<file path="src/rtl/lc3_mem_arbiter.sv">
// lc3_mem_arbiter: LC-3 memory access controller.
// Runs each memory cycle with WAIT_STATES extra access cycles, returns the
// ready pulse (o_R_Bit) to the microsequencer, and, when LC3_MEM_DMA_EN is
// defined, shares the memory port with a DMA requester using round-robin
// arbitration.
// Ports:
//   i_CLK, i_Reset_n                 clock, async active-low reset
//   i_MIO_EN, i_R_W, i_MAR, i_MDR    CPU request, direction, address, data
//   o_R_Bit, o_MDR_Load              CPU ready pulse, captured read data
//   i_DMA_Req/WE/Addr/WData          DMA request (used only with LC3_MEM_DMA_EN)
//   o_DMA_Gnt, o_DMA_Done            DMA owns port / DMA completion pulse
//   o_Mem_CE/WE/Addr/WData           synchronous memory port
//   i_Mem_RData                      memory read data
// All outputs are registered, so no request input reaches the memory
// outputs combinationally.
module lc3_mem_arbiter #(
  parameter int unsigned WAIT_STATES = 3
) (
  input  logic        i_CLK,
  input  logic        i_Reset_n,
  input  logic        i_MIO_EN,
  input  logic        i_R_W,
  input  logic [15:0] i_MAR,
  input  logic [15:0] i_MDR,
  output logic        o_R_Bit,
  output logic [15:0] o_MDR_Load,
  input  logic        i_DMA_Req,
  input  logic        i_DMA_WE,
  input  logic [15:0] i_DMA_Addr,
  input  logic [15:0] i_DMA_WData,
  output logic        o_DMA_Gnt,
  output logic        o_DMA_Done,
  output logic        o_Mem_CE,
  output logic        o_Mem_WE,
  output logic [15:0] o_Mem_Addr,
  output logic [15:0] o_Mem_WData,
  input  logic [15:0] i_Mem_RData
);

  localparam int unsigned CNT_W = (WAIT_STATES == 0) ? 1 : $clog2(WAIT_STATES + 1);
  localparam logic [CNT_W-1:0] CNT_LAST = CNT_W'(WAIT_STATES);

  typedef enum logic [1:0] {ST_IDLE, ST_ACCESS, ST_DONE} state_e;

  state_e            state_q, state_d;
  logic [CNT_W-1:0]  cnt_q, cnt_d;
  logic              dir_q, dir_d;
  logic [15:0]       addr_q, addr_d;
  logic [15:0]       wdata_q, wdata_d;
  logic [15:0]       mdr_q, mdr_d;
  logic              ce_q, ce_d;
  logic              mem_we_q, mem_we_d;
  logic              r_bit_q, r_bit_d;
  logic              grant_cpu_c;

`ifdef LC3_MEM_DMA_EN
  typedef enum logic {OWN_CPU = 1'b0, OWN_DMA = 1'b1} owner_e;
  owner_e owner_q, owner_d;
  owner_e last_q, last_d;
  logic   gnt_q, gnt_d;
  logic   done_q, done_d;
  logic   grant_dma_c;

  // Round-robin: on a tie the requester that did not go last wins.
  always_comb begin
    grant_cpu_c = 1'b0;
    grant_dma_c = 1'b0;
    if (i_MIO_EN && !(i_DMA_Req && last_q == OWN_CPU)) begin
      grant_cpu_c = 1'b1;
    end else if (i_DMA_Req) begin
      grant_dma_c = 1'b1;
    end
  end
`else
  logic unused_dma_c;
  assign unused_dma_c = ^{i_DMA_Req, i_DMA_WE, i_DMA_Addr, i_DMA_WData};
  assign grant_cpu_c  = i_MIO_EN;
`endif

  // Next-state, latch and registered-output decode.
  always_comb begin
    state_d = state_q;
    cnt_d   = cnt_q;
    dir_d   = dir_q;
    addr_d  = addr_q;
    wdata_d = wdata_q;
    mdr_d   = mdr_q;
`ifdef LC3_MEM_DMA_EN
    owner_d = owner_q;
    last_d  = last_q;
`endif
    unique case (state_q)
      ST_IDLE: begin
        if (grant_cpu_c) begin
          addr_d  = i_MAR;
          wdata_d = i_MDR;
          dir_d   = i_R_W;
          cnt_d   = '0;
          state_d = ST_ACCESS;
`ifdef LC3_MEM_DMA_EN
          owner_d = OWN_CPU;
          last_d  = OWN_CPU;
        end else if (grant_dma_c) begin
          addr_d  = i_DMA_Addr;
          wdata_d = i_DMA_WData;
          dir_d   = i_DMA_WE;
          cnt_d   = '0;
          state_d = ST_ACCESS;
          owner_d = OWN_DMA;
          last_d  = OWN_DMA;
`endif
        end
      end
      ST_ACCESS: begin
        cnt_d = cnt_q + CNT_W'(1);
        if (cnt_q == CNT_LAST) begin
          state_d = ST_DONE;
          // Read data is valid on the final access cycle.
          if (!dir_q) mdr_d = i_Mem_RData;
        end
      end
      ST_DONE: state_d = ST_IDLE;
      default: state_d = ST_IDLE;
    endcase

    // Outputs are decoded from the next state so they line up with it.
    ce_d     = (state_d == ST_ACCESS);
    mem_we_d = ce_d && dir_d && (cnt_d == CNT_LAST);
`ifdef LC3_MEM_DMA_EN
    r_bit_d  = (state_d == ST_DONE) && (owner_d == OWN_CPU);
    gnt_d    = (state_d != ST_IDLE) && (owner_d == OWN_DMA);
    done_d   = (state_d == ST_DONE) && (owner_d == OWN_DMA);
`else
    r_bit_d  = (state_d == ST_DONE);
`endif
  end

  // State and output registers; reset aborts any access at once.
  always_ff @(posedge i_CLK or negedge i_Reset_n) begin
    if (!i_Reset_n) begin
      state_q  <= ST_IDLE;
      cnt_q    <= '0;
      dir_q    <= 1'b0;
      addr_q   <= '0;
      wdata_q  <= '0;
      mdr_q    <= '0;
      ce_q     <= 1'b0;
      mem_we_q <= 1'b0;
      r_bit_q  <= 1'b0;
`ifdef LC3_MEM_DMA_EN
      owner_q  <= OWN_CPU;
      last_q   <= OWN_DMA;
      gnt_q    <= 1'b0;
      done_q   <= 1'b0;
`endif
    end else begin
      state_q  <= state_d;
      cnt_q    <= cnt_d;
      dir_q    <= dir_d;
      addr_q   <= addr_d;
      wdata_q  <= wdata_d;
      mdr_q    <= mdr_d;
      ce_q     <= ce_d;
      mem_we_q <= mem_we_d;
      r_bit_q  <= r_bit_d;
`ifdef LC3_MEM_DMA_EN
      owner_q  <= owner_d;
      last_q   <= last_d;
      gnt_q    <= gnt_d;
      done_q   <= done_d;
`endif
    end
  end

  assign o_R_Bit     = r_bit_q;
  assign o_MDR_Load  = mdr_q;
  assign o_Mem_CE    = ce_q;
  assign o_Mem_WE    = mem_we_q;
  assign o_Mem_Addr  = addr_q;
  assign o_Mem_WData = wdata_q;
`ifdef LC3_MEM_DMA_EN
  assign o_DMA_Gnt   = gnt_q;
  assign o_DMA_Done  = done_q;
`else
  assign o_DMA_Gnt   = 1'b0;
  assign o_DMA_Done  = 1'b0;
`endif

endmodule

</file>
<file path="config.mk">
export PLATFORM = sky130hd
export DESIGN_NAME = lc3_mem_arbiter
export DESIGN_NICKNAME = d
export VERILOG_FILES = /design/src/rtl/lc3_mem_arbiter.sv
export SDC_FILE = /design/constraint.sdc
export NUM_CORES = 1
export LEC_CHECK = 0
export ABC_CLOCK_PERIOD_IN_PS = 1830
export CAP_MARGIN = 20
export CORE_ASPECT_RATIO = 0.5
export CORE_MARGIN = 5
export CORE_UTILIZATION = 36
export DETAILED_ROUTE_END_ITERATION = 16
export GPL_TIMING_DRIVEN = 0
export HOLD_SLACK_MARGIN = 0.03
export PLACE_DENSITY = 0.88
export RECOVER_POWER = 50
export SYNTH_ARGS = -nofsm -noshare
export SYNTH_HDL_FRONTEND = slang
export SYNTH_SLANG_ARGS = --single-unit
</file>
<file path="constraint.sdc">
create_clock -name i_CLK -period 1.83 [get_ports i_CLK]
set_input_delay 0.366 -clock i_CLK [delete_from_list [all_inputs] [get_ports i_CLK]]
set_output_delay 0.366 -clock i_CLK [all_outputs]
set_load 0.1 [all_outputs]
</file>
### Word level (Yosys, flattened, before mapping)

Index checks and enable logic that the tools add are counted.

| storage, ports and cells | value |
|---|---|
| bits in registers | 56 |
| output and inout port bits | 53 |
| bits of input ports | 86 |
| logic and storage cells | 28 |

| cells by class | value |
|---|---|
| bitwise operators | 1 |
| reductions and logical operators | 5 |
| muxes and demuxes | 7 |
| $add $sub $neg | 1 |
| equal/unequal tests | 5 |

Operators with widths:

| cell | count |
|---|---|
| $pmux W2 S2 | 2 |
| $eq A2 B2 Y1 const B | 3 |
| $mux W2 | 3 |
| $eq A2 B1 Y1 const B | 2 |
| $reduce_and A3 Y1 | 1 |
| $add A2 B1 Y2 const B | 1 |
| $logic_and A1 B1 Y1 | 2 |
| $logic_not A2 Y1 | 1 |
| $mux W1 | 2 |
| $reduce_and A2 Y1 | 1 |
| $not A1 Y1 | 1 |

### Longest topological paths before layout

Gate-level depths: netlist of run 1.

| logic depth | value |
|---|---|
| depth after elaboration | 6 |
| depth in mapped cells | 4 |
| mapped depth without buffers | 3 |

### Worst setup path after synthesis of run 1

OpenSTA, ideal clock, no wires.

| timing path | value |
|---|---|
| path type | reg2reg |
| start point | register cnt_q[0] |
| end point | register mdr_q[10], in the netlist o_MDR_Load[10] |
| setup slack | 276 ps |
| stages on the path, launching flop included | 5 |
| library setup time | 125 ps |
| data arrival time | 1429 ps |
| period minus slack after synthesis | 1554 ps |
| required time | 1705 ps |
| buffers on the path | 1 |
| cells stage by stage | dfrtp_1 ha_1 nor3b_4 buf_6 mux2_2 |

| between the ends | value |
|---|---|
| cells in the longest elaborated chain, start to end | 2 |

Ends and longest elaborated chain:

| element | line | RTL |
|---|---|---|
| from (decl) | 46 | `logic [CNT_W-1:0] cnt_q, cnt_d;` |
| from (signal assigned) | 158 | `cnt_q <= cnt_d;` |
| $eq A2 B2 Y1 | 116 | `if (cnt_q == CNT_LAST) begin` |
| $reduce_and A3 Y1 (no line) | -- |  |
| to (signal assigned) | 162 | `mdr_q <= mdr_d;` |
| to (decl) | 50 | `logic [15:0] mdr_q, mdr_d;` |

Every way passes these cells.
A chain may end at the register's enable or synchronous reset.

### Final worst setup path of run 1

| timing path | value |
|---|---|
| start point | input port i_MIO_EN |
| end point | register addr_q[4], in the netlist o_Mem_Addr[4] |

| between the ends | value |
|---|---|
| cells in the longest elaborated chain, start to end | 1 |

Ends and longest elaborated chain:

| element | line | RTL |
|---|---|---|
| from (decl) | 21 | `input logic i_MIO_EN,` |
| $reduce_and A2 Y1 (no line) | -- |  |
| to (signal assigned) | 160 | `addr_q <= addr_d;` |
| to (decl) | 48 | `logic [15:0] addr_q, addr_d;` |

Every way passes these cells.

==> results.txt, run 1 <==
CP bufs+invs = 2
Die ar. = 0.00765 mm2
met1 Use GR = 14.7%
Clock Path Buffers = 2
layout cells sized above 1 = 50.6%
Slowest cell on crit path = clkdlybuf4s50_1
GR Util met3 = 3.30%
Fmax = 0.572 GHz
HPWL Detailed = 4320 um
hold path start = o_Mem_WData[10]
routed len/inst = 18.1 um
clk sinks = 56
gr busiest metal = met2
Total GRT Usage = 15.0%
CTS tree = done
met2 Use GR = 31.7%
Clock transition at path regs = 70 ps
CP endpoint kind = flip-flop
Die W = 119 um
sequential-to-total area share from yosys stat = 65.7%
Crit path max-delay family = buffers and inverters
end point of the critical path = o_Mem_Addr[4]
Mean Syn Cell Area = 16.8 um2
clock root cell = clkbuf_16
Setup Skew = 6.25 ps
Crit Path Max Fanout = 10
max-slew violations = 0
DRC Markers = 0
cell count along the critical path = 4
Layout Nets = 335
Slew HR = 40.0%
Routed Antenna Nets = 0
Max-cap violations = 0
Startpoint Class = input pin
critical path class = in2reg
core area = 0.00561 mm2
Critical R2R Capture = o_MDR_Load[11]
Hold Violations, Final = 0
r2r setup slk = 160 ps
final RePlAce weighted congestion = 0.734
Initial DRC Count = 59
fin crit share = 95.5%
DR vias/cell = 4.66
Final Critical Period = 1750 ps
P&R area growth vs syn = 65.8%
global-route wire length before repair = 9050 um
CP max stage delay = 480 ps
Syn Inst Count = 127
crit path DAT = 1920 ps
Die Ht = 64.4 um
most frequent cells in the layout = dfrtp_1, clkdlybuf4s50_1, mux2_2
via count = 1,502
worst skew pair latency = 290 ps
DRT Wirelength = 5820 um
Setup crit start = i_MIO_EN
DP Cell Count = 304
warnings from Yosys = 0
htree depth = 2
Yosys cell types = 17
vias in the first global route = 1,696
Critical Path RT = 2000 ps
Synth Register Bits = 56
Std-Cell Rows = 19
Worst Reg-to-Reg Cells = 5
Pre-antenna DRT Iters = 3
final non-filler cell total = 322
Worst-Margin Slew = 901 ps
Netlist Area Pre-Place = 0.00213 mm2
most common cell after layout, fill and taps aside = dfrtp_1
RR Startpoint = cnt_q[0]
Top Ports = 139
Buffers on Ports = 102
Initial Utilization = 38.0%
status = finished clean
setup violators final = 0
CTS buffer count = 5
initial antenna violation count = 0
crit-path cells = clkdlybuf4s50_1 -> nor3b_4 -> buf_2 -> mux2_2
Filler Cell Count = 391
Overflow after GRT = 0
largest net degree at the start of global routing = 42
worst hold path type = reg2reg
ANT cells = 0
through the flow:
stage / hold slack [ps] / setup WS (ps) / utilization [%] / area, um2 / TNS, ps
floorplan: 70.4 / 276 / - / 2140 / 0
detailed placement: 307 / -231 / 58.2 / 3260 / -6400
finish: 507 / 82.0 / 63.0 / 3530 / 0
global placement: 488 / -1160 / 57.9 / 3250 / -69890
CTS: 510 / 3.52 / 62.1 / 3480 / 0
global route: 518 / -6.19 / 63.0 / 3530 / -20.1
how the worst min path moves through the flow:
stage / end / slack, ps / cells after the start
2_1_floorplan: cnt_q[0] / 70 / 0
3_3_place_gp: o_MDR_Load[7] / 490 / 1
3_5_place_dp: o_Mem_WData[5] / 310 / 1
4_1_cts: o_Mem_WData[0] / 510 / 1
5_1_grt: o_MDR_Load[13] / 520 / 1
6_report: o_Mem_WData[10] / 510 / 1
layout make-up:
type / instances / area (um2) / area share (%)
sequential: 56 / 1400 / 39.6
timing repair buffer: 113 / 1160 / 32.7
multi-input combinational: 66 / 693 / 19.6
clock buffer: 7 / 143 / 4.04
tap: 73 / 91.3 / 2.58
buffer: 6 / 41.3 / 1.17
clock inverter: 1 / 7.51 / 0.212
Yosys cell counts:
cell type / n / area (um2)
a22o_1: 1 / 8.76
mux2_2: 49 / 552
and3_1: 1 / 6.26
nor3b_4: 2 / 37.5
nand2_1: 1 / 3.75
o21ai_0: 1 / 5.00
conb_1: 1 / 3.75
nand2b_4: 1 / 13.8
dfrtp_1: 56 / 1400
nor2b_1: 1 / 6.26
and2_1: 2 / 12.5
buf_6: 1 / 11.3
ha_1: 1 / 12.5
nor3_1: 1 / 5.00
o21bai_1: 3 / 22.5
buf_4: 2 / 15.0
buf_2: 3 / 15.0
logic make-up (layout without fill, tap and decap cells):
logic type | Yosys count | in the layout | share of synthesized area, %
simple gates | 9 | 9 | 3.99
fa+ha+maj | 1 | 1 | 0.587
buf+inv | 6 | 127 | 1.94
other cells | 1 | 2 | 0.176
mux | 49 | 49 | 25.9
compound gates | 5 | 5 | 1.70
flops | 56 | 56 | 65.7
layer usage:
metal	wire length, um	vias up	share of wire (%)
met3	137	8	2.4
met2	3530	29	61
met4	70	0	1.2
met1	2080	778	36
met5	0	-	0
li1	-	687	-
timing repair:
action                                  in CTS  in global routing
endpoints found under the setup margin      51                 26
endpoints found under the hold margin       15                  0
gates resized for setup                    150                  3
buffers inserted                             0                  9
hold buffers                                 1                  0
gates cloned                                 0                  0
registers in the layout, indices dropped and copies added (netlist names):
signal / flops
o_Mem_WE: 1
o_MDR_Load: 16
o_Mem_Addr: 16
state_q: 2
cnt_q: 2
o_R_Bit: 1
dir_q: 1
o_Mem_WData: 16
o_Mem_CE: 1
Power of run 1 is left out: the tool's default activity adds up to more than one toggle a clock period on the data nets, which glitch-free logic cannot reach.
==> run 2: changes to the inputs <==
- ABC_CLOCK_PERIOD_IN_PS: 1830 -> 1500
- CORE_UTILIZATION: 36 -> 32
- PLACE_DENSITY: 0.88 -> 0.83
- clock period: 1.83 -> 1.5 ns (I/O delays scaled with it)
==> results.txt, run 2 (same netlist as run 1, synthesis figures left out) <==
clock root cell = clkbuf_16
met2 Use GR = 28.3% (-3.4 points)
htree depth = 2 (unchanged)
Fin Hold WS = 503 ps (-4.31 ps)
max-slew violations = 0 (unchanged)
status = complete, but fails checks
DRC Markers = 0 (unchanged)
Initial Utilization = 32.5% (-5.5 points)
r2r setup slk = -0.2 ps (-160 ps)
failing checks = negative setup slack
final RePlAce weighted congestion = 0.678 (-7.5%)
Pre-antenna DRT Iters = 3 (unchanged)
CTS tree = done
Buffers on Ports = 102 (unchanged)
P&R area growth vs syn = 64.3%
Initial DRC Count = 75 (+27%)
Worst Reg-to-Reg Cells = 5 (unchanged)
global-route wire length before repair = 9250 um (+2.3%)
worst hold path type = in2reg
routed len/inst = 17.8 um (-1.5%)
met1 Use GR = 15.3% (+0.52 points)
RR Startpoint = cnt_q[0]
Die W = 125 um (+5.6%)
Routed Antenna Nets = 0 (unchanged)
crit path DAT = 1670 ps (-250 ps)
Worst-Margin Slew = 559 ps (-342 ps)
end point of the critical path = o_MDR_Load[12]
CTS buffer count = 5 (unchanged)
Die ar. = 0.00849 mm2 (+11%)
utilization after layout = 53.3% (-9.7 points)
Setup crit start = cnt_q[0]
most common cell after layout, fill and taps aside = dfrtp_1
Clock Path Buffers = 2 (unchanged)
RSZ-0062 raised after global routing = yes
Std-Cell Rows = 21 (+2)
Total GRT Usage = 14.2% (-0.77 points)
initial antenna violation count = 0 (unchanged)
Top Ports = 139 (unchanged)
ANT cells = 0 (unchanged)
Layout Nets = 339 (+1.2%)
CP endpoint kind = flip-flop
largest net degree at the start of global routing = 34 (-19%)
Slew HR = 62.7% (+23 points)
most frequent cells in the layout = dfrtp_1, clkdlybuf4s50_1, buf_2
gr busiest metal = met2
hold path depth = 4 (+3)
layout cells sized above 1 = 53.8% (+3.2 points)
Hold Violations, Final = 0 (unchanged)
DRT Wirelength = 6140 um (+5.6%)
Critical R2R Capture = o_MDR_Load[12]
Crit Path Max Fanout = 7 (-3)
fin crit share = 100%
setup_tns = -0.241 ps (-0.241 ps)
Setup Skew = 6.95 ps (+0.696 ps)
vias in the first global route = 1,725 (+1.7%)
Overflow after GRT = 0 (unchanged)
DR vias/cell = 4.37 (-6.4%)
final non-filler cell total = 345 (+7.1%)
via count = 1,506 (+0.27%)
Critical Path RT = 1670 ps (-330 ps)
critical path class = reg2reg
Final Critical Period = 1500 ps
Fmax = 0.667 GHz
Startpoint Class = flip-flop
Max-cap violations = 0 (unchanged)
Die Ht = 67.7 um (+5.1%)
GR Util met3 = 2.84% (-0.46 points)
core area = 0.00657 mm2 (+17%)
setup violators final = 1 (+1)
Clock transition at path regs = 70 ps (about the same)
Final WS setup = -0.241 ps (-82.3 ps)
clk sinks = 56 (unchanged)
DP Cell Count = 323 (+6.3%)
HPWL Detailed = 4250 um (-1.4%)
worst skew pair latency = 290 ps (about the same)
-- run 2: through the flow --
stage	setup WS (ps)	instance area (um2)
2_1_floorplan	-27.9	2150
3_3_place_gp	-1410	3280
3_5_place_dp	-486	3300
4_1_cts	-36.1	3600
5_1_grt	-51.7	3500
6_report	-0.241	3500
-- run 2: worst min path at each step --
stage	endpoint	startpoint
3_5_place_dp	o_Mem_WData[1]	i_Reset_n
3_3_place_gp	o_MDR_Load[6]	o_MDR_Load[6]
4_1_cts	cnt_q[0]	i_MIO_EN
5_1_grt	o_MDR_Load[7]	o_MDR_Load[7]
6_report	cnt_q[0]	i_MIO_EN
2_1_floorplan	cnt_q[0]	i_Reset_n
-- run 2: final cells by class --
type	instances	area (um2)
Multi-Input combinational cell	66	808
Fill cell	551	3070
Buffer	3	30.0
Sequential cell	56	1400
Tap cell	92	115
Clock inverter	2	15.0
Timing Repair Buffer	120	991
Clock buffer	6	139
-- run 2: metal layers --
metal  share of wire, %  vias up  routed length, um
met5                  0        -                  0
met4                1.6        0                 97
met3                1.9        8                114
met2                 59       27               3590
met1                 38      776               2330
li1                   -      695                  -
-- run 2: worst max-delay path, stage by stage (launching register included) --
cell	delay, ps
dfrtp_1	430
ha_4	170
nor3b_4	180
buf_6	170
buf_8	140
mux2_4	300
-- run 2: repair_timing --
action	in CTS	in global routing
pin swaps	2	3
resized for setup	238	59
endpoints found under the setup margin	96	78
gates cloned	2	0
hold buffers	1	0
endpoints found under the hold margin	23	0
buffers inserted	11	3
Power of run 2 is left out for the same reason.
==> run 3: changes to the inputs <==
- ABC_CLOCK_PERIOD_IN_PS: 1500 -> 1600
- CORE_UTILIZATION: 32 -> 36
- CTS_CLUSTER_SIZE: not set -> 16
- PLACE_DENSITY: 0.83 -> 0.88
- clock period: 1.5 -> 1.6 ns (I/O delays scaled with it)
==> results.txt, run 3 (same netlist as run 1, synthesis figures left out) <==
Std-Cell Rows = 19 (-9.5%)
setup violators final = 0 (-1)
Critical Path RT = 1780 ps (+110 ps)
vias in the first global route = 1,718 (-0.41%)
CP endpoint kind = flip-flop
pre-CTS setup slack = -415 ps (+71.5 ps)
Max-cap violations = 0 (unchanged)
fin crit share = 98.0% (-2.0 points)
Die Ht = 64.4 um (-4.9%)
ANT cells = 0 (unchanged)
htree depth = 2 (unchanged)
Pre-antenna DRT Iters = 4 (+1)
r2r setup slk = 30 ps (+30 ps)
via count = 1,509 (+0.20%)
Fmax = 0.638 GHz (-4.3%)
routed len/inst = 18.9 um (+6.5%)
Setup Skew = 5.67 ps (-1.27 ps)
crit path DAT = 1750 ps (+80 ps)
Hold Violations, Final = 0 (unchanged)
clk sinks = 56 (unchanged)
Crit Path Max Fanout = 6 (-1)
Clock transition at path regs = 70 ps (about the same)
RR Startpoint = cnt_q[0]
status = finished clean
clock root cell = clkbuf_16
core area = 0.00561 mm2 (-15%)
P&R area growth vs syn = 68.5%
Final Critical Period = 1570 ps (+68.0 ps)
Overflow after GRT = 0 (unchanged)
Final WS setup = 31.8 ps (+32.0 ps)
HPWL Detailed = 4320 um (+1.5%)
critical path class = reg2reg
Die W = 119 um (-5.3%)
layout cells sized above 1 = 52.6% (-1.1 points)
largest net degree at the start of global routing = 42 (+24%)
worst skew pair latency = 290 ps (about the same)
placed inst area = 0.00326 mm2 (-1.1%)
Buffers on Ports = 102 (unchanged)
Clock Path Buffers = 2 (unchanged)
DRT Wirelength = 6100 um (-0.62%)
CTS tree = done
CTS buffer count = 5 (unchanged)
DRC Markers = 0 (unchanged)
Die ar. = 0.00765 mm2 (-9.9%)
Slew HR = 62.3% (-0.44 points)
Critical R2R Capture = o_MDR_Load[11]
worst hold path type = in2async
Worst Reg-to-Reg Cells = 4 (-1)
most common cell after layout, fill and taps aside = dfrtp_1
Fin Hold WS = 472 ps (-31.4 ps)
Initial DRC Count = 23 (-69%)
final instance area = 0.00359 mm2 (+2.6%)
Startpoint Class = flip-flop
Routed Antenna Nets = 0 (unchanged)
global-route wire length before repair = 9270 um (+0.23%)
max-slew violations = 0 (unchanged)
Initial Utilization = 38.0% (+5.5 points)
final RePlAce weighted congestion = 0.734 (+8.1%)
Worst-Margin Slew = 568 ps (+9.32 ps)
Filler Cell Count = 374 (-32%)
Total GRT Usage = 15.4% (+1.2 points)
most frequent cells in the layout = dfrtp_1, clkdlybuf4s15_2, clkdlybuf4s50_1
Top Ports = 139 (unchanged)
DR vias/cell = 4.69 (+7.4%)
Layout Nets = 335 (-1.2%)
initial antenna violation count = 0 (unchanged)
==> run 3: critical path, stage by stage, from the launching register on <==
cell and delay, ps:
dfrtp_2 430, ha_4 180, nor3b_4 330, buf_6 180, mux2_2 340
==> run 3: per-stage QoR <==
stage	setup TNS (ps)	std cells	utilization, %
final	0	322	64.0
after global routing	-926	322	64.0
after CTS	0	318	62.9
after detailed placement	-23350	304	58.2
after global placement	-96080	303	57.9
after floorplan	0	128	-
==> run 3: layer usage <==
layer	routed length [um]	track usage, %
met4	93	4.33
met5	0	0
met2	3680	32.5
met3	158	3.21
met1	2170	15.4
==> run 3: layout make-up <==
type / count / area, um2 / share of cell area, %
Buffer: 6 / 48.8 / 1.36
Clock inverter: 1 / 7.51 / 0.209
Sequential cell: 56 / 1410 / 39.1
Timing Repair Buffer: 113 / 1190 / 33.1
Clock buffer: 7 / 143 / 3.97
Tap cell: 73 / 91.3 / 2.54
Multi-Input combinational cell: 66 / 709 / 19.7
==> run 3: worst max path at each step <==
stage                          start               to  slack (ps)  cells past startpoint
after CTS                   i_MIO_EN  o_Mem_WData[13]           5                      4
after global placement     i_Reset_n   o_Mem_Addr[10]       -1340                      1
after floorplan             cnt_q[0]   o_MDR_Load[10]          50                      4
final                       cnt_q[0]   o_MDR_Load[11]          30                      4
after global routing      state_q[0]  o_Mem_WData[15]         -50                      3
after detailed placement    i_MIO_EN  o_Mem_WData[13]        -410                      4
==> run 3: repair_timing <==
action / CTS / global route
setup buffers: 5 / 3
gates cloned: 0 / 1
endpoints found under the hold margin: 15 / 0
endpoints found under the setup margin: 89 / 42
pin swaps: 0 / 3
gates resized for setup: 154 / 13
hold buffers: 1 / 0
Power of run 3 is left out for the same reason.
